`config.mk`:
```
export PLATFORM = sky130hd
export DESIGN_NAME = aula_20201105_qsys_nios2_qsys_oci_dct_capture
export DESIGN_NICKNAME = d
export VERILOG_FILES = /design/src/rtl/aula_20201105_qsys_nios2_qsys_oci_dct_pkg.sv /design/src/rtl/aula_20201105_qsys_nios2_qsys_oci_dct_fifo.sv /design/src/rtl/aula_20201105_qsys_nios2_qsys_oci_dct_capture.sv
export SDC_FILE = /design/constraint.sdc
export NUM_CORES = 1
export LEC_CHECK = 0
export ABC_AREA = 1
export BUFFER_PORTS_ARGS = -buffer_cell sky130_fd_sc_hd__buf_2
export CORE_UTILIZATION = 30
export DETAILED_ROUTE_END_ITERATION = 6
export PLACE_DENSITY_LB_ADDON = 0.08
export SYNTH_ARGS = -nofsm -noshare
export SYNTH_HDL_FRONTEND = slang
export SYNTH_SLANG_ARGS = --single-unit
```
`constraint.sdc`:
```
create_clock -name clk -period 5.28 [get_ports clk]
set_input_delay 0.264 -clock clk [delete_from_list [all_inputs] [get_ports clk]]
set_output_delay 0.264 -clock clk [all_outputs]
set_load 0.02 [all_outputs]
```
`src/rtl/aula_20201105_qsys_nios2_qsys_oci_dct_pkg.sv`:
```
// Shared definitions for the OCI data-trace capture block.
// Contents:
//   - Default values for the block parameters.
//   - The capture FSM state encoding. It is exported on the `state` port so
//     that outside logic can observe the FSM.
package aula_20201105_qsys_nios2_qsys_oci_dct_pkg;

    localparam int DCT_W_DEFAULT  = 30;
    localparam int CNT_W_DEFAULT  = 4;
    localparam int DEPTH_DEFAULT  = 16;
    localparam int DROP_W_DEFAULT = 8;

    typedef enum logic [1:0] {
        ST_IDLE    = 2'd0,
        ST_CAPTURE = 2'd1,
        ST_DRAIN   = 2'd2,
        ST_DONE    = 2'd3
    } dct_state_e;

endpackage

```
`src/rtl/aula_20201105_qsys_nios2_qsys_oci_dct_fifo.sv`:
```
// Show-ahead FIFO that holds captured trace words.
// Ports:
//   clk, reset_n      clock and asynchronous active-low reset
//   push, wr_data     write request and write word
//   pop               read request; it is ignored while the FIFO is empty
//   popped            a pop is taken at this edge (pop && !empty)
//   rd_data           head entry, read combinationally from storage
//   full, empty       occupancy flags
//   level             number of entries held (0..DEPTH)
// A push while full is taken only when a pop is taken in the same cycle.
// The read pointer changes only on a pop that is actually taken.
module aula_20201105_qsys_nios2_qsys_oci_dct_fifo #(
    parameter int W     = 34,
    parameter int DEPTH = 16
) (
    input  logic                     clk,
    input  logic                     reset_n,
    input  logic                     push,
    input  logic [W-1:0]             wr_data,
    input  logic                     pop,
    output logic                     popped,
    output logic [W-1:0]             rd_data,
    output logic                     full,
    output logic                     empty,
    output logic [$clog2(DEPTH):0]   level
);

    localparam int AW = $clog2(DEPTH);
    localparam logic [AW:0] FULL_LVL = (AW+1)'(DEPTH);

    logic [W-1:0]  mem [DEPTH];
    logic [AW-1:0] wr_ptr;
    logic [AW-1:0] rd_ptr;
    logic [AW:0]   cnt;
    logic          do_push;
    logic          do_pop;

    assign empty   = (cnt == '0);
    assign full    = (cnt == FULL_LVL);
    assign do_pop  = pop && !empty;
    assign do_push = push && (!full || do_pop);
    assign popped  = do_pop;
    assign level   = cnt;
    assign rd_data = mem[rd_ptr];

    // DEPTH is a power of two, so the pointers wrap by natural overflow.
    always_ff @(posedge clk or negedge reset_n) begin
        if (!reset_n) begin
            wr_ptr <= '0;
            rd_ptr <= '0;
            cnt    <= '0;
        end else begin
            if (do_push) begin
                wr_ptr <= wr_ptr + 1'b1;
            end
            if (do_pop) begin
                rd_ptr <= rd_ptr + 1'b1;
            end
            case ({do_push, do_pop})
                2'b10:   cnt <= cnt + 1'b1;
                2'b01:   cnt <= cnt - 1'b1;
                default: cnt <= cnt;
            endcase
        end
    end

    // Storage is not reset. Stale contents are never visible, because
    // rd_data is meaningful only while the FIFO is not empty.
    always_ff @(posedge clk) begin
        if (do_push) begin
            mem[wr_ptr] <= wr_data;
        end
    end

endmodule

```
`src/rtl/aula_20201105_qsys_nios2_qsys_oci_dct_capture.sv`:
```
// Captures data-trace words into a FIFO under control of a small FSM.
// FSM sequence: IDLE -> CAPTURE -> DRAIN -> DONE.
// Ports:
//   clk, reset_n               clock and asynchronous active-low reset
//   capture_en                 arm capture; when low, the FSM returns to IDLE
//   dct_valid, dct_buffer,
//   dct_count                  trace input; dct_count == 0 carries no data
//   test_ending                start draining
//   test_has_ended             abort straight to DONE
//   rd_en, rd_data, rd_empty   show-ahead read port
//   level                      FIFO occupancy
//   overflow, drop_cnt         sticky drop flag and saturating drop count
//   state, done                FSM observation
// Handshake:
//   Write side: there is no backpressure. A qualified word that finds the
//   FIFO full, with no pop in the same cycle, is dropped and counted.
//   Read side: rd_data is valid while rd_empty == 0. A pop happens at a
//   rising edge where rd_en == 1 and rd_empty == 0.
module aula_20201105_qsys_nios2_qsys_oci_dct_capture
    import aula_20201105_qsys_nios2_qsys_oci_dct_pkg::*;
#(
    parameter int DCT_W  = DCT_W_DEFAULT,
    parameter int CNT_W  = CNT_W_DEFAULT,
    parameter int DEPTH  = DEPTH_DEFAULT,
    parameter int DROP_W = DROP_W_DEFAULT
) (
    input  logic                      clk,
    input  logic                      reset_n,
    input  logic                      capture_en,
    input  logic                      dct_valid,
    input  logic [DCT_W-1:0]          dct_buffer,
    input  logic [CNT_W-1:0]          dct_count,
    input  logic                      test_ending,
    input  logic                      test_has_ended,
    input  logic                      rd_en,
    output logic [CNT_W+DCT_W-1:0]    rd_data,
    output logic                      rd_empty,
    output logic [$clog2(DEPTH):0]    level,
    output logic                      overflow,
    output logic [DROP_W-1:0]         drop_cnt,
    output logic [1:0]                state,
    output logic                      done
);

    dct_state_e state_q;
    dct_state_e state_d;

    logic attempt;
    logic accept;
    logic drop;
    logic full;
    logic popped;
    logic drain_empty;
    logic arm;

    aula_20201105_qsys_nios2_qsys_oci_dct_fifo #(
        .W     (CNT_W + DCT_W),
        .DEPTH (DEPTH)
    ) u_fifo (
        .clk     (clk),
        .reset_n (reset_n),
        .push    (accept),
        .wr_data ({dct_count, dct_buffer}),
        .pop     (rd_en),
        .popped  (popped),
        .rd_data (rd_data),
        .full    (full),
        .empty   (rd_empty),
        .level   (level)
    );

    assign attempt = (state_q == ST_CAPTURE) && dct_valid && (dct_count != '0);
    assign accept  = attempt && (!full || popped);
    assign drop    = attempt && !accept;

    // No pushes occur in DRAIN. The FIFO is therefore empty after this edge
    // if it is empty now, or if it holds one entry and that entry is popped.
    assign drain_empty = (level == '0) || ((level == 1) && popped);

    // Moving from IDLE to CAPTURE starts a new capture session.
    assign arm = (state_q == ST_IDLE) && (state_d == ST_CAPTURE);

    always_ff @(posedge clk or negedge reset_n) begin
        if (!reset_n) begin
            state_q <= ST_IDLE;
        end else begin
            state_q <= state_d;
        end
    end

    // Priority: abort first, then disarm, then the normal sequence.
    always_comb begin
        state_d = state_q;
        if (test_has_ended) begin
            state_d = ST_DONE;
        end else if (!capture_en) begin
            state_d = ST_IDLE;
        end else begin
            case (state_q)
                ST_IDLE:    state_d = ST_CAPTURE;
                ST_CAPTURE: if (test_ending) state_d = ST_DRAIN;
                ST_DRAIN:   if (drain_empty) state_d = ST_DONE;
                default:    state_d = state_q;
            endcase
        end
    end

    always_ff @(posedge clk or negedge reset_n) begin
        if (!reset_n) begin
            overflow <= 1'b0;
            drop_cnt <= '0;
        end else if (arm) begin
            overflow <= 1'b0;
            drop_cnt <= '0;
        end else if (drop) begin
            overflow <= 1'b1;
            if (drop_cnt != '1) begin
                drop_cnt <= drop_cnt + 1'b1;
            end
        end
    end

    assign state = state_q;
    assign done  = (state_q == ST_DONE);

endmodule

```
==> out/results.md <==
| Quantity | Reported | Unit |
|:---|:---|:---|
| Type of the most critical hold path | input pin to register | - |
| Cell type of the slowest stage on the worst timing path | dfrtp_4 | - |
| Number of buffers created by CTS | 67 | - |
| Final-layout setup total negative slack | 0 | ps |
| Count of mapped cells out of synthesis | 2,067 | - |
| Fraction of registers with async set or reset after synthesis | 4.225 | % |
| Prevailing post-synth register cell | edfxtp_1 | - |
| Post-route minimum period | 3832 | ps |
| Floorplan die height | 281.5 | µm |
| Worst-path clk slew | 50 | ps |
| Arr. time, crit path | 3570 | ps |
| Smallest hold slack | 68.13 | ps |
| TritonCTS clock tree | done | - |
| Placed inst area | 25,050 | µm² |
| Cell family contributing the most delay on the critical path | buffers and inverters | - |
| Transition time at the pin with the least slew margin | 1024 | ps |
| Routability cong. | 0.7645 | - |
| Max-cap violations | 0 | - |
| I/O pin count | 93 | - |
| Cell area after synthesis | 23,430 | µm² |
| Setup repair after global routing missed its margin | false | - |
| Fin. max-slew vios | 0 | - |
| Required time of the worst setup path | 5020 | ps |
| Max Clock Freq | 0.2609 | GHz |
| Final global-route overflow total | 0 | - |
| Critical path's largest stage delay | 780 | ps |
| Most frequent cell on the critical path | nand2_1 | - |
| Setup Skew | 22.42 | ps |
| Most common cell in the synthesized netlist | nand2_1 | - |
| Leakage power figure | 10.10 | nW |
| Detailed Route WL | 67,160 | µm |
| Number of rows created at floorplan | 102 | - |
| Synth area leaders | edfxtp_1, nand2_1, nand3_1, nor2_1, dfrtp_1 | - |
| Area delta synth->final | 15.59 | % |
| Top cells by count, synth | nand2_1, edfxtp_1, nor2_1, nand3_1, o21ai_0 | - |
| Worst slack, placed | 1732 | ps |
| Cell Pwr Density | 532.8 | nW/µm² |
| Cell type with the largest total area after synthesis | edfxtp_1 | - |
| Status | complete, no violations | - |
| Max_slew headroom | 31.59 | % |
| Uppermost layer routed | met5 | - |
| Setup slack of the most critical reg-to-reg path | 1780 | ps |
| Avg Vias per Cell | 4.643 | - |
| Post-cts gate resize count | 0 | - |
| Synthesized flop and latch total | 568 | - |
| Buffer levels on the longest clock path | 3 | - |
| Number of global-route vias before repair | 15,000 | - |
| Number of synthesized flops with an enable pin | 544 | - |
| Number of distinct library cell variants in the gate-level netlist after synthesis | 26 | - |
| Pin count of the biggest net entering global routing | 177 | - |
| Post-route DRC | 0 | - |
| Worst reg2reg startpoint | u_fifo.level[0] | - |
| First-iteration detailed-routing DRC count | 923 | - |
| End of the worst hold path | u_fifo.rd_ptr[0] | - |
| Detail Route met2 WL | 31,280 | µm |
| Combined area of the multi-input logic cells | 5783 | µm² |
| Detail Placement HPWL | 37,970 | µm |
| Number of antenna violations at the first check in global routing | 1 | - |
| Mapped Nets | 2,119 | - |
| Core Area | 77,340 | µm² |
| PnR worst setup slack | 1448 | ps |
| Clock latency at the later pin of the worst-skew pair | 600 | ps |
| Global-route usage over all layers | 17.14 | % |
| VDD IR-drop max | 355.6 | µV |
| Critical path cell sequence | inv_6 -> buf_4 -> nand2_1 -> nand2_1 -> nand2_1 -> nand3_1 -> nand3_1 -> nand2_1 -> buf_2 | - |
| Cell at the root of the clock tree | clkbuf_16 | - |
| Buffers & Inverters on Critical Path | 3 | - |
| Wire length per cell after detailed routing | 20.76 | µm |
| Deepest level of the CTS H-tree | 3 | - |
| Length of routed met3 wiring | 2860 | µm |
| Register Area | 16,950 | µm² |
| Chip Width | 281.5 | µm |
| Crit end category | output pin | - |
| Post-route cell area | 27,090 | µm² |
| Final ANT Viol Nets | 0 | - |
| Part of the cycle the worst path needs | 72.58 | % |
| Final hold violation count | 0 | - |
| Sequential area share after synthesis | 72.27 | % |
| Fraction of the core area covered by cells at the end of the flow | 35.02 | % |
| Clock Sink Count | 568 | - |
| Global-route wire length before repair | 99,940 | µm |
| Critical path type | register to output pin | - |
| IO Port Bufs | 92 | - |
| Fraction of layout cells with a size suffix above 1 | 10.71 | % |
| Synth warnings | 0 | - |
| Launch point of the worst hold path | rd_en | - |
| R2r worst-path depth | 8 | - |
| Average cell area after synthesis | 11.34 | µm² |
| Critical path peak fanout | 86 | - |
| Number of search-and-repair iterations in the first detailed-routing pass | 7 | - |
| Overall die area | 79,230 | µm² |
| Startpoint class of the critical path | register | - |
| Layout filler cell count | 7,749 | - |
| Number of vias after detailed routing | 15,020 | - |
| Synth top area share | 69.71 | % |
| CP Launch Point | u_fifo.rd_ptr[0] | - |
| FF-to-FF End | u_fifo.mem[2][27] | - |
| Starting density of the core | 30.30 | % |
| Setup violation total in the final timing report | 0 | - |
| Min-Delay Path Depth | 3 | - |
| WL met1 | 32,070 | µm |
| Nets | 2,200 | - |
==> sequential cells by signal, summed over array words and instances (netlist names) <==
signal	count
drop_cnt	8
u_fifo.wr_ptr	4
u_fifo.rd_ptr	4
u_fifo.mem	544
overflow	1
state	2
u_fifo.level	5
==> what timing repair did <==
action,in CTS,in global routing
hold endpoints to repair,26,0
hold buffers,4,0
buffers inserted,0,0
==> placed cells by master (no fill, tap or decap), types with 7 or more instances in the layout <==
cell	netlist	layout
clkbuf_16	0	67
xor2_1	7	7
clkinv_2	0	11
nand2_1	668	668
nor2_1	226	210
a21oi_1	11	11
clkbuf_1	37	17
o21ai_0	91	91
o211ai_1	34	34
clkinv_1	1	11
nor2_4	0	16
buf_2	58	92
o21ai_1	23	23
dfrtp_1	24	20
buf_4	8	27
edfxtp_1	544	544
ha_1	11	11
nand3_1	225	225
inv_1	71	71
==> where the power goes <==
part | internal, mW | total, mW | switching, mW
logic | 1.32 | 4.82 | 3.50
registers | 5.08 | 5.30 | 0.222
clock network | 2.49 | 4.31 | 1.82
==> per-layer routing <==
metal | track usage (%) | vias to the layer above
li1 | - | 7257
met1 | 24.11 | 7422
met2 | 27.34 | 269
met3 | 3.008 | 69
met4 | 4.236 | 2
met5 | 0 | -
==> area by class of cell <==
type,count,share of cell area (%)
Inverter,75,1.081
Multi-Input combinational cell,1310,21.35
Sequential cell,568,62.56
Timing Repair Buffer,126,2.818
Clock buffer,84,6.425
Antenna cell,1,0.009238
Tap cell,1040,4.804
Clock inverter,31,0.9515
==> worst register-to-register path, stage by stage, from the launching register on <==
cell and delay (ps):
dfrtp_1 460, inv_1 100, ha_1 240, nand2_1 70, nor2_1 60, nor2_1 570
nand2_1 440, nor2_4 890, buf_4 350
==> worst max-delay path by stage <==
| stage | endpoint | slack (ps) | depth (start not counted) |
|---|---|---|---|
| CTS | rd_data[14] | 1370 | 8 |
| floorplan | u_fifo.mem[0][0] | 2020 | 8 |
| global placement | u_fifo.mem[2][22] | 1790 | 8 |
| finish | rd_data[4] | 1450 | 9 |
| global route | rd_data[4] | 1200 | 9 |
| detailed placement | u_fifo.mem[2][22] | 1730 | 8 |
==> cells by family after synthesis <==
group | after synthesis | synth area share (%)
fa+ha+maj | 11 | 0.5873
simple gates | 1127 | 19.36
xor+xnor | 9 | 0.3364
buf+inv | 189 | 3.561
compound gates | 163 | 3.887
flops | 568 | 72.27
==> metrics by stage <==
step | total power [mW] | instances
finish | 14.43 | 3235
global route | 15.35 | 3234
CTS | 14.72 | 3234
global placement | 10.36 | 3115
detailed placement | 10.35 | 3115
floorplan | 8.511 | 2067
Power figures use the tool's default switching activity.
